--- config.mk ---
export PLATFORM = sky130hd
export DESIGN_NAME = cmac_axil_arbiter
export DESIGN_NICKNAME = d
export VERILOG_FILES = /design/src/rtl/cmac_axil_pkg.sv /design/src/rtl/cmac_rr_arbiter.sv /design/src/rtl/cmac_axil_arbiter.sv
export SDC_FILE = /design/constraint.sdc
export NUM_CORES = 1
export LEC_CHECK = 0
export CAP_MARGIN = 5
export CORE_MARGIN = 4
export CORE_UTILIZATION = 30
export DETAILED_ROUTE_END_ITERATION = 10
export PLACE_DENSITY_LB_ADDON = 0.05
export RECOVER_POWER = 25
export SETUP_SLACK_MARGIN = 0.3
export SLEW_MARGIN = 20
export SYNTH_ARGS = -nofsm -noshare
export SYNTH_HDL_FRONTEND = slang
export SYNTH_SLANG_ARGS = --single-unit
--- constraint.sdc ---
create_clock -name m_axi_aclk -period 3.35 [get_ports m_axi_aclk]
set_clock_uncertainty 0.05 [all_clocks]
set_input_delay 0.8375 -clock m_axi_aclk [delete_from_list [all_inputs] [get_ports m_axi_aclk]]
set_output_delay 0.8375 -clock m_axi_aclk [all_outputs]
set_load 0.01 [all_outputs]
--- src/rtl/cmac_axil_pkg.sv ---
// Shared types and constants for the CMAC AXI4-Lite configuration-port arbiter.
package cmac_axil_pkg;

    typedef enum logic [2:0] {
        IDLE         = 3'd0,
        WR_ADDR_DATA = 3'd1,
        WR_RESP      = 3'd2,
        RD_ADDR      = 3'd3,
        RD_DATA      = 3'd4,
        RESP         = 3'd5
    } state_t;

    localparam logic [1:0] AXI_RESP_OKAY   = 2'b00;
    localparam logic [1:0] AXI_RESP_SLVERR = 2'b10;
    localparam logic [1:0] AXI_RESP_DECERR = 2'b11;

    localparam logic [31:0] CFG_TX_REG1 = 32'h0000_000C;
    localparam logic [31:0] CFG_RX_REG1 = 32'h0000_0014;

    typedef struct packed {
        logic        write;
        logic [31:0] addr;
        logic [31:0] wdata;
    } cmd_t;

    // EXOKAY has no meaning on AXI4-Lite, so anything but OKAY is an error.
    function automatic logic resp_is_err(input logic [1:0] resp);
        return resp != AXI_RESP_OKAY;
    endfunction

endpackage

--- src/rtl/cmac_rr_arbiter.sv ---
// Combinational round-robin grant: first asserted request searching upward from last+1.
module cmac_rr_arbiter #(
    parameter int N = 3,
    localparam int IW = (N > 1) ? $clog2(N) : 1
) (
    input  logic [N-1:0]  req,
    input  logic [IW-1:0] last,
    output logic [N-1:0]  grant,
    output logic [IW-1:0] idx,
    output logic          any
);

    logic [IW:0]   sum;
    logic [IW-1:0] k;

    // last < N and offset <= N, so one conditional subtract is a full mod N.
    always_comb begin
        grant = '0;
        idx   = '0;
        any   = 1'b0;
        sum   = '0;
        k     = '0;
        for (int i = 1; i <= N; i++) begin
            sum = {1'b0, last} + (IW+1)'(i);
            if (sum >= (IW+1)'(N))
                sum = sum - (IW+1)'(N);
            k = sum[IW-1:0];
            if (!any && req[k]) begin
                any      = 1'b1;
                grant[k] = 1'b1;
                idx      = k;
            end
        end
    end

endmodule

--- src/rtl/cmac_axil_arbiter.sv ---
// Serializes single-beat register reads/writes from NUM_REQ requesters onto one
// AXI4-Lite master, one outstanding transaction, with a recovery timeout.
module cmac_axil_arbiter
    import cmac_axil_pkg::*;
#(
    parameter int NUM_REQ        = 3,
    parameter int TIMEOUT_CYCLES = 1024
) (
    input  logic                    m_axi_aclk,
    input  logic                    m_axi_sreset,

    input  logic [NUM_REQ-1:0]      req_valid,
    output logic [NUM_REQ-1:0]      req_ready,
    input  logic [NUM_REQ-1:0]      req_write,
    input  logic [NUM_REQ*32-1:0]   req_addr,
    input  logic [NUM_REQ*32-1:0]   req_wdata,
    output logic [NUM_REQ-1:0]      rsp_valid,
    output logic [31:0]             rsp_rdata,
    output logic                    rsp_err,

    output logic [31:0]             m_axi_awaddr,
    output logic                    m_axi_awvalid,
    input  logic                    m_axi_awready,
    output logic [31:0]             m_axi_wdata,
    output logic [3:0]              m_axi_wstrb,
    output logic                    m_axi_wvalid,
    input  logic                    m_axi_wready,
    input  logic [1:0]              m_axi_bresp,
    input  logic                    m_axi_bvalid,
    output logic                    m_axi_bready,
    output logic [31:0]             m_axi_araddr,
    output logic                    m_axi_arvalid,
    input  logic                    m_axi_arready,
    input  logic [31:0]             m_axi_rdata,
    input  logic [1:0]              m_axi_rresp,
    input  logic                    m_axi_rvalid,
    output logic                    m_axi_rready
);

    localparam int IW = (NUM_REQ > 1) ? $clog2(NUM_REQ) : 1;
    localparam int CW = (TIMEOUT_CYCLES > 1) ? $clog2(TIMEOUT_CYCLES) : 1;

    state_t                         state;
    logic [IW-1:0]                  last;
    logic [IW-1:0]                  gidx;
    cmd_t                           cmd;
    cmd_t                           sel;
    logic [31:0]                    rdata_q;
    logic                           err_q;
    logic [CW-1:0]                  tcnt;

    logic [NUM_REQ-1:0][31:0]       addr_arr;
    logic [NUM_REQ-1:0][31:0]       wdata_arr;
    logic [NUM_REQ-1:0]             gnt;
    logic [IW-1:0]                  gnt_idx;
    logic                           gnt_any;
    logic                           busy;
    logic                           expired;
    logic                           aw_left;
    logic                           w_left;

    assign addr_arr  = req_addr;
    assign wdata_arr = req_wdata;

    cmac_rr_arbiter #(.N(NUM_REQ)) u_rr (
        .req   (req_valid),
        .last  (last),
        .grant (gnt),
        .idx   (gnt_idx),
        .any   (gnt_any)
    );

    always_comb begin
        sel.write = req_write[gnt_idx];
        sel.addr  = addr_arr[gnt_idx];
        sel.wdata = wdata_arr[gnt_idx];
    end

    assign req_ready = (state == IDLE) ? gnt : '0;

    assign busy    = (state != IDLE) && (state != RESP);
    assign expired = busy && (tcnt == CW'(TIMEOUT_CYCLES - 1));
    assign aw_left = m_axi_awvalid && !m_axi_awready;
    assign w_left  = m_axi_wvalid  && !m_axi_wready;

    assign m_axi_awaddr = cmd.addr;
    assign m_axi_araddr = cmd.addr;
    assign m_axi_wdata  = cmd.wdata;
    assign m_axi_wstrb  = 4'hF;

    // Response fields are only presented during RESP; writes never carry read data.
    assign rsp_valid = (state == RESP) ? ({{(NUM_REQ-1){1'b0}}, 1'b1} << gidx) : '0;
    assign rsp_rdata = (state == RESP && !cmd.write) ? rdata_q : '0;
    assign rsp_err   = (state == RESP) ? err_q : 1'b0;

    always_ff @(posedge m_axi_aclk) begin
        if (m_axi_sreset) begin
            state         <= IDLE;
            last          <= IW'(NUM_REQ - 1);
            gidx          <= '0;
            cmd           <= '0;
            rdata_q       <= '0;
            err_q         <= 1'b0;
            tcnt          <= '0;
            m_axi_awvalid <= 1'b0;
            m_axi_wvalid  <= 1'b0;
            m_axi_bready  <= 1'b0;
            m_axi_arvalid <= 1'b0;
            m_axi_rready  <= 1'b0;
        end else begin
            case (state)
                IDLE: begin
                    if (gnt_any) begin
                        gidx    <= gnt_idx;
                        last    <= gnt_idx;
                        cmd     <= sel;
                        rdata_q <= '0;
                        err_q   <= 1'b0;
                        tcnt    <= '0;
                        if (sel.write) begin
                            m_axi_awvalid <= 1'b1;
                            m_axi_wvalid  <= 1'b1;
                            state         <= WR_ADDR_DATA;
                        end else begin
                            m_axi_arvalid <= 1'b1;
                            state         <= RD_ADDR;
                        end
                    end
                end
                WR_ADDR_DATA: begin
                    if (m_axi_awready)
                        m_axi_awvalid <= 1'b0;
                    if (m_axi_wready)
                        m_axi_wvalid <= 1'b0;
                    if (!aw_left && !w_left) begin
                        m_axi_bready <= 1'b1;
                        state        <= WR_RESP;
                    end
                end
                WR_RESP: begin
                    if (m_axi_bvalid) begin
                        m_axi_bready <= 1'b0;
                        err_q        <= resp_is_err(m_axi_bresp);
                        state        <= RESP;
                    end
                end
                RD_ADDR: begin
                    if (m_axi_arready) begin
                        m_axi_arvalid <= 1'b0;
                        m_axi_rready  <= 1'b1;
                        state         <= RD_DATA;
                    end
                end
                RD_DATA: begin
                    if (m_axi_rvalid) begin
                        m_axi_rready <= 1'b0;
                        rdata_q      <= m_axi_rdata;
                        err_q        <= resp_is_err(m_axi_rresp);
                        state        <= RESP;
                    end
                end
                RESP:    state <= IDLE;
                default: state <= IDLE;
            endcase

            // Timeout overrides any completion landing in the same cycle.
            if (busy) begin
                tcnt <= tcnt + 1'b1;
                if (expired) begin
                    m_axi_awvalid <= 1'b0;
                    m_axi_wvalid  <= 1'b0;
                    m_axi_bready  <= 1'b0;
                    m_axi_arvalid <= 1'b0;
                    m_axi_rready  <= 1'b0;
                    err_q         <= 1'b1;
                    rdata_q       <= '0;
                    state         <= RESP;
                end
            end
        end
    end

endmodule

==> reports/summary.json <==
{
  "outcome": {"value": "finished, final reports clean"},
  "layout.area.seq": {"value": 2390, "unit": "µm²"},
  "h-tree-depth": {"value": 4},
  "hold_violations": {"value": 0},
  "regToRegStartpoint": {"value": "state[0]"},
  "worstSetupStartpoint": {"value": "last[1]"},
  "number_of_global_route_vias_before_repair": {"value": 7527},
  "worst_setup_path_end_kind": {"value": "output port"},
  "max_capacitance_violation_count": {"value": 0},
  "drt_pass1_iterations": {"value": 4},
  "synth-main-ff-cell": {"value": "dfxtp_1"},
  "clock_path_buffers": {"value": 2},
  "io_pins": {"value": 385},
  "wl_met1": {"value": 12000, "unit": "µm"},
  "ant_nets": {"value": 0},
  "met2_wire_length": {"value": 14500, "unit": "µm"},
  "met3_length": {"value": 2610, "unit": "µm"},
  "synthArstFlopShare": {"value": 0, "unit": "%"},
  "count_of_input_and_output_buffers": {"value": 380},
  "worst-path-max-fanout": {"value": 4},
  "drcViolationCount": {"value": 0},
  "rsz0062_at_grt": {"value": "yes"},
  "holdPathStages": {"value": 2},
  "layout-drive-gt1-share": {"value": 11.6, "unit": "%"},
  "r2r_setup_slack": {"value": 500, "unit": "ps"},
  "cp_slowest_stage_delay": {"value": 380, "unit": "ps"},
  "worstReg2RegEnd": {"value": "m_axi_awvalid"},
  "area.growth.synth_to_final": {"value": 60.8, "unit": "%"},
  "hold_path.class": {"value": "reg2reg"},
  "gr_usage_total": {"value": 20.9, "unit": "%"},
  "row_count": {"value": 57},
  "ordered_list_of_cells_on_the_worst_path": {"value": "inv_4, ha_4, mux2_4, a21oi_4, nor2_4, a22o_1, a21oi_2, nor2_1, buf_2"},
  "synth_top_family_by_area": {"value": "compound AO/OA/AOI/OAI gates"},
  "hold_slack": {"value": 390, "unit": "ps"},
  "initial_core_util": {"value": 30.4, "unit": "%"},
  "die_height": {"value": 165, "unit": "µm"},
  "first_iter_violations": {"value": 402},
  "chipWidth": {"value": 165, "unit": "µm"},
  "final_area": {"value": 11900, "unit": "µm²"},
  "mostFrequentLayoutCell": {"value": "clkdlybuf4s50_1"},
  "compound_cell_area_share_of_the_yosys_netlist": {"value": 32.5, "unit": "%"},
  "avgViaCountPerCell": {"value": 4.86},
  "crit_path_top_delay_cell": {"value": "dfxtp_4"},
  "number_of_antenna_violations_at_the_first_check_in_global_routing": {"value": 2},
  "num-nets-final": {"value": 1460},
  "hold_start": {"value": "m_axi_wdata[20]"},
  "synth_seq_area_share": {"value": 32.3, "unit": "%"},
  "synthesis_warning_total": {"value": 0},
  "synth.area.mux_share": {"value": 0.883, "unit": "%"},
  "placement.cell_area": {"value": 11000, "unit": "µm²"},
  "globalRoute.totalOverflow": {"value": 0},
  "num-fill-cells": {"value": 2385},
  "clock-sinks": {"value": 119},
  "max-slew-margin-rel": {"value": 31.6, "unit": "%"},
  "leakagePower": {"value": 4.96, "unit": "nW"},
  "final_cells": {"value": 1553},
  "die_outline_area": {"value": 27100, "unit": "µm²"},
  "multiInputGateArea": {"value": 3980, "unit": "µm²"},
  "top_layer": {"value": "met4"},
  "setup.worst_path.start_class": {"value": "flop"},
  "ir_worst_vdd": {"value": 0.438, "unit": "mV"},
  "clk_root_buffer_cell": {"value": "clkbuf_16"},
  "yosys.area_share.xor_xnor": {"value": 0.238, "unit": "%"},
  "fraction_of_the_mapped_netlist_area_in_simple_logic_gates": {"value": 16.5, "unit": "%"},
  "detailedPlace.worstSlack": {"value": -467, "unit": "ps"},
  "layout_common_cells": {"value": "299 x clkdlybuf4s50_1, 137 x nand2_1, 116 x dfxtp_1"},
  "tightestPinTransition": {"value": 1030, "unit": "ps"},
  "cell_variety_after_synth": {"value": 60},
  "number_of_enable_type_register_cells_in_the_synthesized_netlist": {"value": 0},
  "clkSlewWorstSetupHoldPaths": {"value": 50, "unit": "ps"},
  "drv_slew": {"value": 0},
  "crit_required": {"value": 2460, "unit": "ps"},
  "finalWorstPathRequiredPeriod": {"value": 3100, "unit": "ps"},
  "area_of_the_placeable_core": {"value": 24200, "unit": "µm²"},
  "yosys.area_share.adder": {"value": 1.19, "unit": "%"},
  "yosys_reg_bits": {"value": 119},
  "criticalPathCategory": {"value": "reg2out"},
  "setup_violations": {"value": 0},
  "worstSkewPairLatency": {"value": 420, "unit": "ps"},
  "tritoncts.num_buffers": {"value": 17},
  "cts_tree": {"value": "done"},
  "postSynthAreaPerCell": {"value": 7.94, "unit": "µm²"},
  "timing.fmax": {"value": 323, "unit": "MHz"},
  "via_count": {"value": 7549},
  "gp_congestion": {"value": 0.829},
  "netlist_area": {"value": 7370, "unit": "µm²"},
  "finalCritPeriodShare": {"value": 92.5, "unit": "%"},
  "finalWirelength": {"value": 29900, "unit": "µm"},
  "grt_start_max_net_pins": {"value": 65},
  "dp.cells": {"value": 1510},
  "post-dp-hpwl": {"value": 20800, "unit": "µm"},
  "synthCells": {"value": 929},
  "power-per-cell-area": {"value": 858, "unit": "nW/µm²"},
  "crit_path_arrival_time": {"value": 2210, "unit": "ps"},
  "grt_pass1_wl": {"value": 44200, "unit": "µm"},
  "worstHoldEndpoint": {"value": "m_axi_wdata[20]"},
  "wl_per_cell": {"value": 19.3, "unit": "µm"},
  "post-route-worst-setup-slack": {"value": 252, "unit": "ps"},
  "worst-r2r-cell-count": {"value": 7},
  "fin_setup_tns": {"value": 0, "unit": "ps"}
}
[through the flow]
step           utilization, %  total power [mW]
2_1_floorplan               -              6.17
3_3_place_gp             45.2              8.22
3_5_place_dp             45.2              8.23
4_1_cts                  48.3              10.4
5_1_grt                  48.9              10.9
6_report                 48.9              10.2
[where the power goes]
part / switching [mW] / total (mW) / internal (mW)
sequential: 0.322 / 2.23 / 1.91
clock: 0.727 / 1.99 / 1.27
combinational: 3.22 / 5.95 / 2.73
total: 4.27 / 10.2 / 5.90
[layout make-up]
| cell class | instances | share of cell area [%] |
|---|---|---|
| clock inverters | 12 | 1.48 |
| diodes | 4 | 0.0844 |
| inverters | 11 | 0.390 |
| flip-flops and latches | 119 | 20.1 |
| well taps | 324 | 3.42 |
| clock buffers | 20 | 3.77 |
| multi-input cells | 624 | 33.5 |
| repair buffers | 439 | 37.2 |
[flip-flops by register name (all words and copies together), names as in the netlist, 2 cells and up]
register	cells
state	3
last	2
m_axi_araddr	32
rdata_q	32
tcnt	10
m_axi_wdata	32
[critical path: cells and delay by family, from the launching register on]
kind	cells	cell delay (ps)
buf+inv	2	210
fa+ha+maj	1	290
flops	1	380
compound gates	3	500
simple gates	2	110
mux	1	310
[worst max-delay path by stage]
stage	end	slack, ps	cells after the start
global route	rsp_rdata[3]	140	7
finish	req_ready[1]	250	9
global placement	req_ready[2]	-450	7
detailed placement	req_ready[2]	-470	7
floorplan	req_ready[1]	440	8
CTS	rsp_rdata[17]	220	7
[metal layers]
metal | up-vias | track usage [%]
met5 | - | 0
met4 | 0 | 7.49
met3 | 41 | 7.44
met2 | 265 | 35.0
met1 | 3473 | 24.7
li1 | 3770 | -
[cells by family (layout without fill, tap and decap cells)]
family,count (synthesis),in the layout
AND/OR/NAND/NOR,260,260
multiplexers,5,5
buffers and inverters,189,482
AO/OA/AOI/OAI,346,346
flip-flops,119,119
adder cells (fa/ha/maj),7,7
other,1,8
XOR/XNOR,2,2
[cells in the mapped netlist (2+ instances only)]
master	number	share of area (%)
nand2_1	138	7.0
dfxtp_1	119	32
buf_4	105	11
o21ai_0	74	5.0
o211a_1	64	8.7
o21ai_1	62	4.2
a211oi_1	58	5.9
a21oi_1	46	3.1
and2_1	35	3.0
clkbuf_1	35	1.8
nor2_1	30	1.5
buf_2	26	1.8
nand3_1	21	1.4
inv_1	11	0.56
a211oi_2	10	1.7
buf_6	9	1.4
nor3_1	8	0.54
ha_1	7	1.2
a311oi_1	6	0.71
nand2b_1	5	0.42
nor2b_1	5	0.42
a31oi_1	3	0.25
and3_1	3	0.25
clkbuf_2	3	0.20
nand4_1	3	0.25
a21oi_2	2	0.24
a22o_1	2	0.24
a22oi_1	2	0.20
mux2_2	2	0.31
mux2i_2	2	0.37
nor3b_1	2	0.20
o2111ai_1	2	0.24
o22ai_1	2	0.17
[repair_timing]
item / 4_1_cts / 5_1_grt
setup endpoints to repair: 35 / 35
hold buffers: 0 / 0
gates resized for setup: 43 / 34
cloned: 0 / 1
buffers inserted: 3 / 3
pin swaps: 7 / 1
Note: power is estimated with default switching activity, not from simulation.
